<file path="src/rtl/seq_add_pkg.sv">
// rtl/seq_add_pkg.sv - shared state encoding and sizing helpers for seq_chunk_adder
package seq_add_pkg;

    typedef enum logic [1:0] {
        ST_IDLE = 2'd0,
        ST_RUN  = 2'd1,
        ST_DONE = 2'd2
    } state_t;

    function automatic int calc_nchunk(input int width, input int chunk);
        return width / chunk;
    endfunction

    // A single-chunk build still needs a 1-bit index register.
    function automatic int calc_idx_w(input int nchunk);
        return (nchunk > 1) ? $clog2(nchunk) : 1;
    endfunction

endpackage

</file>
<file path="src/rtl/chunk_adder.sv">
// rtl/chunk_adder.sv - CHUNK-bit combinational ripple-carry slice
module chunk_adder #(
    parameter int CHUNK = 4
) (
    input  logic [CHUNK-1:0] a,
    input  logic [CHUNK-1:0] b,
    input  logic             ci,
    output logic [CHUNK-1:0] s,
    output logic             co
);

    logic [CHUNK:0] w_c;

    always_comb begin
        w_c    = '0;
        s      = '0;
        w_c[0] = ci;
        for (int i = 0; i < CHUNK; i++) begin
            s[i]     = a[i] ^ b[i] ^ w_c[i];
            w_c[i+1] = (a[i] & b[i]) | (a[i] & w_c[i]) | (b[i] & w_c[i]);
        end
        co = w_c[CHUNK];
    end

endmodule

</file>
<file path="src/rtl/seq_chunk_adder.sv">
// rtl/seq_chunk_adder.sv - multi-cycle WIDTH-bit add/sub reusing one CHUNK-bit slice
// Optional macro SEQ_ADD_EARLY_DONE_EN: finish early in add mode once the remaining chunks are zero.
module seq_chunk_adder
    import seq_add_pkg::*;
#(
    parameter int WIDTH = 16,
    parameter int CHUNK = 4
) (
    input  logic             clk,
    input  logic             rst_n,
    input  logic             start,
    input  logic             sub,
    input  logic [WIDTH-1:0] a,
    input  logic [WIDTH-1:0] b,
    input  logic             cin,
    output logic             busy,
    output logic             done,
    output logic [WIDTH-1:0] sum,
    output logic             cout,
    output logic             ovf
);

    localparam int NCHUNK = calc_nchunk(WIDTH, CHUNK);
    localparam int IDXW   = calc_idx_w(NCHUNK);

    state_t           r_state;
    state_t           w_next;
    logic [WIDTH-1:0] r_a;
    logic [WIDTH-1:0] r_b;
    logic [WIDTH-1:0] r_acc;
    logic [WIDTH-1:0] r_sum;
    logic             r_sub;
    logic             r_carry;
    logic             r_cout;
    logic             r_ovf;
    logic [IDXW-1:0]  r_idx;

    logic [WIDTH-1:0] w_b_eff;
    logic [WIDTH-1:0] w_acc_next;
    logic [CHUNK-1:0] w_a_chunk;
    logic [CHUNK-1:0] w_b_chunk;
    logic [CHUNK-1:0] w_s;
    logic             w_co;
    logic             w_last;
    logic             w_early;
    logic             w_finish;
    logic             w_accept;

    assign w_b_eff = r_sub ? ~r_b : r_b;
    assign w_last  = (r_idx == IDXW'(NCHUNK - 1));

    always_comb begin
        w_a_chunk = '0;
        w_b_chunk = '0;
        for (int k = 0; k < NCHUNK; k++) begin
            if (r_idx == IDXW'(k)) begin
                w_a_chunk = r_a[k*CHUNK +: CHUNK];
                w_b_chunk = w_b_eff[k*CHUNK +: CHUNK];
            end
        end
    end

    chunk_adder #(.CHUNK(CHUNK)) u_slice (
        .a  (w_a_chunk),
        .b  (w_b_chunk),
        .ci (r_carry),
        .s  (w_s),
        .co (w_co)
    );

    always_comb begin
        w_acc_next = r_acc;
        for (int k = 0; k < NCHUNK; k++) begin
            if (r_idx == IDXW'(k)) begin
                w_acc_next[k*CHUNK +: CHUNK] = w_s;
            end
        end
    end

`ifdef SEQ_ADD_EARLY_DONE_EN
    logic w_rest_zero;

    always_comb begin
        w_rest_zero = 1'b1;
        for (int k = 0; k < NCHUNK; k++) begin
            if ((IDXW'(k) > r_idx) && ((r_a[k*CHUNK +: CHUNK] | r_b[k*CHUNK +: CHUNK]) != '0)) begin
                w_rest_zero = 1'b0;
            end
        end
    end

    // Accumulator is cleared on accept, so untouched upper chunks already read as zero.
    assign w_early = !r_sub && !w_co && w_rest_zero;
`else
    assign w_early = 1'b0;
`endif

    assign w_finish = (r_state == ST_RUN) && (w_last || w_early);
    assign w_accept = start && ((r_state == ST_IDLE) || (r_state == ST_DONE));

    always_ff @(posedge clk or negedge rst_n) begin
        if (!rst_n) begin
            r_state <= ST_IDLE;
        end else begin
            r_state <= w_next;
        end
    end

    always_comb begin
        w_next = r_state;
        case (r_state)
            ST_IDLE: if (start) w_next = ST_RUN;
            ST_RUN:  if (w_finish) w_next = ST_DONE;
            ST_DONE: w_next = start ? ST_RUN : ST_IDLE;
            default: w_next = ST_IDLE;
        endcase
    end

    always_ff @(posedge clk or negedge rst_n) begin
        if (!rst_n) begin
            r_a     <= '0;
            r_b     <= '0;
            r_acc   <= '0;
            r_sum   <= '0;
            r_sub   <= 1'b0;
            r_carry <= 1'b0;
            r_cout  <= 1'b0;
            r_ovf   <= 1'b0;
            r_idx   <= '0;
        end else if (w_accept) begin
            r_a     <= a;
            r_b     <= b;
            r_sub   <= sub;
            r_carry <= sub ? ~cin : cin;
            r_idx   <= '0;
            r_acc   <= '0;
        end else if (r_state == ST_RUN) begin
            r_acc   <= w_acc_next;
            r_carry <= w_co;
            r_idx   <= r_idx + IDXW'(1);
            if (w_finish) begin
                r_sum  <= w_acc_next;
                r_cout <= w_co;
                r_ovf  <= (r_a[WIDTH-1] == w_b_eff[WIDTH-1]) &&
                          (w_acc_next[WIDTH-1] != r_a[WIDTH-1]);
            end
        end
    end

    assign busy = (r_state == ST_RUN);
    assign done = (r_state == ST_DONE);
    assign sum  = r_sum;
    assign cout = r_cout;
    assign ovf  = r_ovf;

endmodule

</file>
<file path="config.mk">
export PLATFORM = sky130hd
export DESIGN_NAME = seq_chunk_adder
export DESIGN_NICKNAME = d
export VERILOG_FILES = /design/src/rtl/seq_add_pkg.sv /design/src/rtl/chunk_adder.sv /design/src/rtl/seq_chunk_adder.sv
export SDC_FILE = /design/constraint.sdc
export NUM_CORES = 1
export LEC_CHECK = 0
export ABC_AREA = 1
export BUFFER_PORTS_ARGS = -buffer_cell sky130_fd_sc_hd__buf_2
export CAP_MARGIN = 20
export CORE_ASPECT_RATIO = 2
export CORE_MARGIN = 2
export CORE_UTILIZATION = 30
export CTS_CLUSTER_SIZE = 8
export DETAILED_ROUTE_END_ITERATION = 7
export MAX_ROUTING_LAYER = met4
export PLACE_DENSITY = 0.59
export SLEW_MARGIN = 5
export SYNTH_ARGS = -nofsm -noshare
export SYNTH_HDL_FRONTEND = slang
export SYNTH_SLANG_ARGS = --single-unit
</file>
<file path="constraint.sdc">
create_clock -name clk -period 6.4 [get_ports clk]
set_input_delay 0.64 -clock clk [delete_from_list [all_inputs] [get_ports clk]]
set_output_delay 0.64 -clock clk [all_outputs]
set_load 0.005 [all_outputs]
</file>
# == After elaboration in Yosys (flattened, before gate mapping) ==
# Cells that the tools add are included.
# word_totals
elab_cells,84
output_inout_bits,20
in_bits,37
register_bits,72
# classes
n_mux,24
n_reduce_logical,9
addsub,1
eq_ne,9
bitwise_logic,31
# op_table
operator,count
two-way mux 16 bit,3
two-way mux 4 bit,12
NOT 16 bit,1
AND 1 bit,12
two-way mux 2 bit,4
OR 1 bit,8
XOR 1 bit,8
equality test 2 bit (second input constant),3
one-hot mux 2 bit (3 select lines),1
equality test 2 x 1 -> 1 bit (second input constant),2
zero test 2 bit,2
two-way mux 1 bit,4
logical AND 1 bit,3
AND reduction 3 bit,1
adder 2 x 1 -> 2 bit (second input constant),1
inequality test 2 x 1 -> 1 bit (second input constant),1
inequality test 2 bit (second input constant),1
NOT 1 bit,2
AND reduction 2 bit,1
nonzero test 2 bit,1
equality test 1 bit,1
logical OR 1 bit,1
inequality test 1 bit,1

# == Logic depth before layout (Yosys ltp) ==
# Gate-level depths: netlist of run 1.
# depth
depth_word,20
mapped_depth,20
ltp_nobuf,20

# == Hierarchy ==
# From an unflattened synthesis of run 1, not the netlist that was laid out.
# unflattened
cells_unflattened,421
hier_area_um2,3419.5
# by_module_without_submodules
module,seq_area_each_um2,n_inst,cells_per_inst,area_per_inst_um2
seq_chunk_adder,1726.7,1,407,3301.9
chunk_adder,0.0,1,14,117.6

# == Least setup slack after synthesis of run 1 ==
# OpenSTA, ideal clock, no wires.
# synth_path
path_type,reg-to-reg
from,reg r_idx[0]
to,"reg r_ovf, in the netlist ovf"
period_less_slack_ps,3271
required_time_ps,6283
setup_time_ps,117
arrival_time_ps,3154
path_buffers,2
setup_slack_ps,3129
path_stages_with_launch,20
path_cell_list,dfrtp_1 > inv_1 > ha_1 > buf_2 > buf_2 > a21oi_1 > nand2_1 > o211ai_1 > nand2_1 > fa_1 > inv_1 > fa_1 > inv_1 > fa_1 > fa_1 > nand2_1 > o21ai_0 > nand2_1 > nand3_1 > nand2_1
# synth_between
elab_chain_len,18
word_cells_on_any_way,34
classes_between,4 x eq/ne; 9 x mux; 17 x bitwise; 4 x reduce/logical
# synth_rtl
item,line_no,source
from (decl),seq_chunk_adder.sv:36,logic [IDXW-1:0] r_idx;
from (signal assigned),seq_chunk_adder.sv:140,r_idx <= r_idx + IDXW'(1);
zero test 2 bit,seq_chunk_adder.sv:56,if (r_idx == IDXW'(k)) begin
two-way mux 4 bit (4 in series),seq_chunk_adder.sv:56,
AND 1 bit,chunk_adder.sv:20,w_c[i+1] = (a[i] & b[i]) | (a[i] & w_c[i]) | (b[i] & w_c[i]);
OR 1 bit (2 in series),chunk_adder.sv:20,
AND 1 bit,chunk_adder.sv:20,
OR 1 bit (2 in series),chunk_adder.sv:20,
AND 1 bit,chunk_adder.sv:20,
OR 1 bit (2 in series),chunk_adder.sv:20,
XOR 1 bit,chunk_adder.sv:19,s[i] = a[i] ^ b[i] ^ w_c[i];
two-way mux 4 bit,seq_chunk_adder.sv:74,if (r_idx == IDXW'(k)) begin
inequality test 1 bit,seq_chunk_adder.sv:145,(w_acc_next[WIDTH-1] != r_a[WIDTH-1]);
logical AND 1 bit,seq_chunk_adder.sv:144,r_ovf <= (r_a[WIDTH-1] == w_b_eff[WIDTH-1]) &&
to (signal assigned),seq_chunk_adder.sv:144,
to (decl),seq_chunk_adder.sv:35,logic r_ovf;
# Several ways; a longest one is shown, not always the timed one.
# A chain may end at the register's enable or synchronous reset.

# == Final worst setup path of run 1 ==
# Same ends and word-level chain as after synthesis.

==> results of run 1 <==
## cells by family after synthesis
kind of cell,share of synthesized area
AND/OR/NAND/NOR,0.273
flip-flops,0.508
AO/OA/AOI/OAI,0.0965
buffers and inverters,0.0785
adder cells (fa/ha/maj),0.0383
XOR/XNOR,0.00516
## worst min-delay path, cell delays in order, from the launching register on
cell,delay [ns]
dfrtp_1,0.33
nand2_1,0.05
nand2_1,0.04
## metrics by stage
step | std cells | cell area (sq um) | setup WS, ns | power (mW) | util
2_1_floorplan | 434 | 3400 | 3.13 | 1.56 | -
3_3_place_gp | 612 | 3740 | 2.60 | 1.85 | 0.336
3_5_place_dp | 612 | 3740 | 2.48 | 1.88 | 0.336
4_1_cts | 627 | 4010 | 2.45 | 2.33 | 0.359
5_1_grt | 627 | 4010 | 2.05 | 2.52 | 0.359
6_report | 627 | 4010 | 2.47 | 2.29 | 0.359
## power breakdown
part,internal (mW),total [mW],switching (mW)
Clock,0.269,0.435,0.166
Sequential,0.636,0.759,0.123
Combinational,0.394,1.10,0.704
## state kept, by name (all words and copies together) (netlist names)
name and cells:
cout 1, ovf 1, r_b 16, r_state 2
r_carry 1, r_a 16, sum 16, r_idx 2
r_sub 1, r_acc 13
## worst max path at each step
stage                      end  cells after the start            startpoint
3_3_place_gp   ovf$_DFFE_PN0P_                     19     r_sub$_DFFE_PN0P_
4_1_cts        ovf$_DFFE_PN0P_                     17  r_idx[0]$_DFFE_PN0P_
2_1_floorplan  ovf$_DFFE_PN0P_                     19  r_idx[0]$_DFFE_PN0P_
3_5_place_dp   ovf$_DFFE_PN0P_                     17  r_idx[0]$_DFFE_PN0P_
6_report       ovf$_DFFE_PN0P_                     17  r_idx[0]$_DFFE_PN0P_
5_1_grt        ovf$_DFFE_PN0P_                     17  r_idx[0]$_DFFE_PN0P_
## layout by cell type, fill, tap and decap left out, drive strengths merged
cell | synthesis | layout
a21oi | 10 | 10
a22oi | 1 | 1
buf | 17 | 57
clkbuf | 4 | 13
clkinv | 1 | 3
dfrtp | 69 | 69
fa | 4 | 4
ha | 4 | 4
inv | 39 | 39
nand2 | 203 | 203
nand3 | 18 | 18
nor2 | 7 | 7
o211ai | 2 | 2
o21ai | 48 | 48
o21bai | 1 | 1
or2 | 4 | 4
xnor2 | 1 | 1
xor2 | 1 | 1
## area by class of cell
type                            count  area [sq um]  area share
Inverter                           40           150      0.0375
Multi-Input combinational cell    304          1400       0.350
Timing Repair Buffer               57           288      0.0719
Clock inverter                      2          10.0     0.00250
Sequential cell                    69          1730       0.431
Clock buffer                       13           250      0.0625
Tap cell                          142           178      0.0444
## metal layers
layer | up-vias | routed length [um] | share of wire
met2 | 75 | 3590 | 0.48
met3 | 4 | 312 | 0.042
met4 | 0 | 63 | 0.0084
li1 | 1428 | - | -
met5 | - | 0 | 0
met1 | 1235 | 3510 | 0.47
==> flow_summary.ini, run 1 <==
[floorplanning]
core_area_sq_mm = 0.0111
num_io_pins = 57
start_util = 0.305
die_x_um = 79.2
die_h_um = 154
dieArea_sq_mm = 0.0122
rows = 55

[detailed_routing]
vias = 2742
wl_per_cell_um = 11.9
routed_via_density = 4.37
drc = 0
ant_nets = 0
wl_mm = 7.47
dr.first_iter.drc_count = 172
first_pass_iters = 4

[clock_network]
tritoncts = done
cts.htree.levels = 3
cts-root-buf = clkbuf_16
cts_buffer_depth = 2
cts_hold_buf = 0
clk_pin_slew_ns = 0.05
numCtsBuffers = 9
numClockSinks = 69
cts_setup_buffers = 0
insertion_delay_ns = 0.32
cts_resized = 0

[logic_synthesis]
synth_seq_cells = 69
postSynthAreaPerCell_sq_um = 7.82
synth_edf_count = 0
synthFlopType = dfrtp_1
postSynthCellCount = 434
synth.most_common_cell = nand2_1
synth_top_cells_by_count = nand2_1, dfrtp_1, o21ai_0
synth_top_area_cell = dfrtp_1
yosys_warnings = 0
async_flop_share = 1.00
yosys-top-cells-area = dfrtp_1, nand2_1, o21ai_0
syn_nets = 479
synth_top_area_share = 0.508
synth_area_sq_mm = 0.00340
synth_cell_types = 27
seq_area_frac_synth = 0.508

[timing]
skew_ns = 0.00429
grt_setup_unrepaired = no
fin_crit_ns = 3.93
worst_slew_pin_slew_ns = 0.890
drv_slew = 0
post-route-period-util = 0.613
max_freq_mhz = 255
setup_viol_count_final = 0
hold_viol = 0
max_slew_margin = 0.405
holdWs_ns = 0.461
fin_tns_setup_ns = 0

[worst_setup_path]
cpPeakStageDelay_ns = 0.62
path_delay_family = adder cells
crit_type = flip-flop to flip-flop
cp.arrival_ns = 4.19
timing.rr.start = r_idx[0]$_DFFE_PN0P_
reg2reg_depth = 17
critPathMostFrequentCell = nand2_1
cp_num_buf_inv = 4
end_kind = flip-flop
reg2reg_to = ovf$_DFFE_PN0P_
critPathRequiredTime_ns = 6.66
path_cells = inv_1 > ha_1 > inv_1 > o211ai_1 > nand2_1 > fa_1 > inv_1 > fa_1 > inv_1 > fa_1 > fa_1 > nand2_1 > o21ai_0 > nand2_1 > nand2_1 > nand3_1 > nand2_1
crit_fanout = 18
reg2reg_slack_ns = 2.47
worst_path_max_delay_cell = fa_1
cp-start-kind = flip-flop

[worst_hold_path]
worstHoldPathCells = 2
min_from = sum[12]$_DFFE_PN0P_
hp-class = flip-flop to flip-flop
hold_path_end = sum[12]$_DFFE_PN0P_

[flow_run]
maxCapViolations = 0

[global_routing]
grtUsageTotal = 0.135
met3_usage = 0.0356
grt_max_degree = 70
antenna_found_initial = 0
grt_overflow = 0
grt_pass1_vias = 2585
met2_usage = 0.203
grt_pass1_wl_mm = 12.6
top_usage_layer = met2
grtUsageMet1 = 0.177

[final_layout]
nFillCells = 1202
area_growth_pct = 17.9
drive_gt1_frac = 0.169
diodes = 0
fin_nets = 526

[power_and_ir_drop]
ir_drop_mv = 0.296
p_per_area_mw_per_mm2 = 572
power_leakage_nw = 2.12

[outcome]
status = complete, no violations

[place]
place_congestion = 0.887
port_buffers = 56
dp_hpwl_mm = 5.30
Power figures use the tool's default switching activity.
==> run 2: changes to the inputs <==
--- a/config.mk
+++ b/config.mk
@@ -14,7 +14,7 @@
 export CTS_CLUSTER_SIZE = 8
 export DETAILED_ROUTE_END_ITERATION = 7
 export MAX_ROUTING_LAYER = met4
-export PLACE_DENSITY = 0.59
+export PLACE_DENSITY = 0.61
 export SLEW_MARGIN = 5
 export SYNTH_ARGS = -nofsm -noshare
 export SYNTH_HDL_FRONTEND = slang
==> constraint.sdc (replaced) <==
create_clock -name clk -period 3.6 [get_ports clk]
set_input_delay 0.36 -clock clk [delete_from_list [all_inputs] [get_ports clk]]
set_output_delay 0.36 -clock clk [all_outputs]
set_load 0.005 [all_outputs]
==> flow_summary.ini, run 2 (synthesis gave the netlist of run 1 again) <==
[final_layout]
drive_gt1_frac = 0.205
diodes = 0
nFillCells = 1194
most-common-layout-cells = nand2_1, dfrtp_1, buf_2, o21ai_0, inv_1
fin_area_sq_mm = 0.00420
layout_commonest_cell = nand2_1
area_growth_pct = 23.5
fin_nets = 538

[timing]
worst_slew_pin_slew_ns = 0.603
max_freq_mhz = 301
fin_ws_ns = 0.274
post-route-period-util = 0.924
max_slew_margin = 0.597
fin_tns_setup_ns = 0
skew_ns = 0.00438
fin_crit_ns = 3.33
grt_setup_unrepaired = no
setup_viol_count_final = 0
hold_viol = 0
drv_slew = 0

[detailed_routing]
vias = 2824
ant_nets = 0
wl_mm = 7.68
wl_per_cell_um = 12.0
drc = 0
first_pass_iters = 4
dr.first_iter.drc_count = 155
routed_via_density = 4.41

[worst_setup_path]
cp-start-kind = flip-flop
cpPeakStageDelay_ns = 0.56
critPathMostFrequentCell = inv_1
cp_num_buf_inv = 5
crit_fanout = 8
path_cells = inv_1 > ha_4 > inv_1 > o211ai_1 > nand2_1 > fa_1 > inv_1 > fa_1 > inv_1 > fa_1 > fa_2 > buf_4 > nand2_1 > o21ai_0 > nand2_1 > o21ai_0
end_kind = flip-flop
path_depth = 16
reg2reg_depth = 16
crit_type = flip-flop to flip-flop
path_delay_family = adder cells
worst_path_max_delay_cell = fa_2
cp.arrival_ns = 3.58
critPathRequiredTime_ns = 3.85

[clock_network]
numCtsBuffers = 9
clk_pin_slew_ns = 0.06
cts_buffer_depth = 2
numClockSinks = 69
insertion_delay_ns = 0.33
cts-root-buf = clkbuf_16
cts.htree.levels = 3
cts_hold_buf = 0
tritoncts = done

[global_routing]
grt_max_degree = 70
grt_pass1_wl_mm = 13.0
grt_overflow = 0
antenna_found_initial = 0
grt_pass1_vias = 2723
grtUsageTotal = 0.141

[power_and_ir_drop]
finalPower_mw = 4.40
p_per_area_mw_per_mm2 = 1050
ir_drop_mv = 0.484
power_leakage_nw = 2.20

[flow_run]
maxCapViolations = 0

[floorplanning]
dieArea_sq_mm = 0.0122
die_h_um = 154
rows = 55
start_util = 0.305
die_x_um = 79.2
core_area_sq_mm = 0.0111
num_io_pins = 57

[place]
place_congestion = 0.950
placed_area_sq_mm = 0.00382
port_buffers = 56
dp_hpwl_mm = 5.54
post-place-ws_ns = 0.0389

[outcome]
status = complete, no violations

[worst_hold_path]
hp-class = input port to asynchronous set/reset pin
run 2: changes by cell type in the layout (fill, tap and decap cells not counted), moves of 2 or more:
cell        change
buf_4          +11
bufinv_16       +2
clkbuf_1        -3
clkinvlp_4      +2
ha_1            -2
ha_4            +2
run 2: worst paths after layout:
path	to	slack, ns	start
min in group clk	r_b[14]$_DFFE_PN0P_	0.22	b[14]
max in group asynchronous	r_idx[1]$_DFFE_PN0P_	3.25	rst_n
worst min register to register	sum[2]$_DFFE_PN0P_	0.46	sum[2]$_DFFE_PN0P_
worst max register to register	r_acc[3]$_DFFE_PN0P_	0.27	r_idx[0]$_DFFE_PN0P_
worst min-delay path	sum[7]$_DFFE_PN0P_	0.03	rst_n
worst max-delay path	r_acc[3]$_DFFE_PN0P_	0.27	r_idx[0]$_DFFE_PN0P_
run 2: layer usage:
layer,part of all wire,vias to the layer above,global-route usage
li1,-,1457,-
met4,0.027,0,0.0755
met3,0.043,17,0.0210
met5,0,-,-
met2,0.46,76,0.213
met1,0.47,1274,0.180
run 2: power breakdown:
part / switching (mW) / internal [mW]
registers: 0.199 / 1.13
clock network: 0.331 / 0.602
logic: 1.31 / 0.826
run 2: stage by stage:
step	hold slack (ns)	instances	util
final	0.0288	640	0.376
after global routing	0.0773	640	0.376
after CTS	0.0593	637	0.371
after detailed placement	0.418	621	0.343
after global placement	0.415	621	0.343
after floorplan	0.0644	434	-
run 2: cell type report:
cell class | count | area [sq um] | share of cell area
Timing Repair Buffer | 69 | 390 | 0.0931
Clock inverter | 7 | 90.1 | 0.0215
Inverter | 40 | 153 | 0.0364
Tap cell | 142 | 178 | 0.0424
Multi-Input combinational cell | 304 | 1430 | 0.341
Clock buffer | 9 | 225 | 0.0537
Sequential cell | 69 | 1730 | 0.412
run 2: what timing repair did:
| action | CTS | global route |
|---|---|---|
| endpoints found under the setup margin | 0 | 8 |
| resized for setup | 0 | 7 |
| buffers inserted | 0 | 3 |
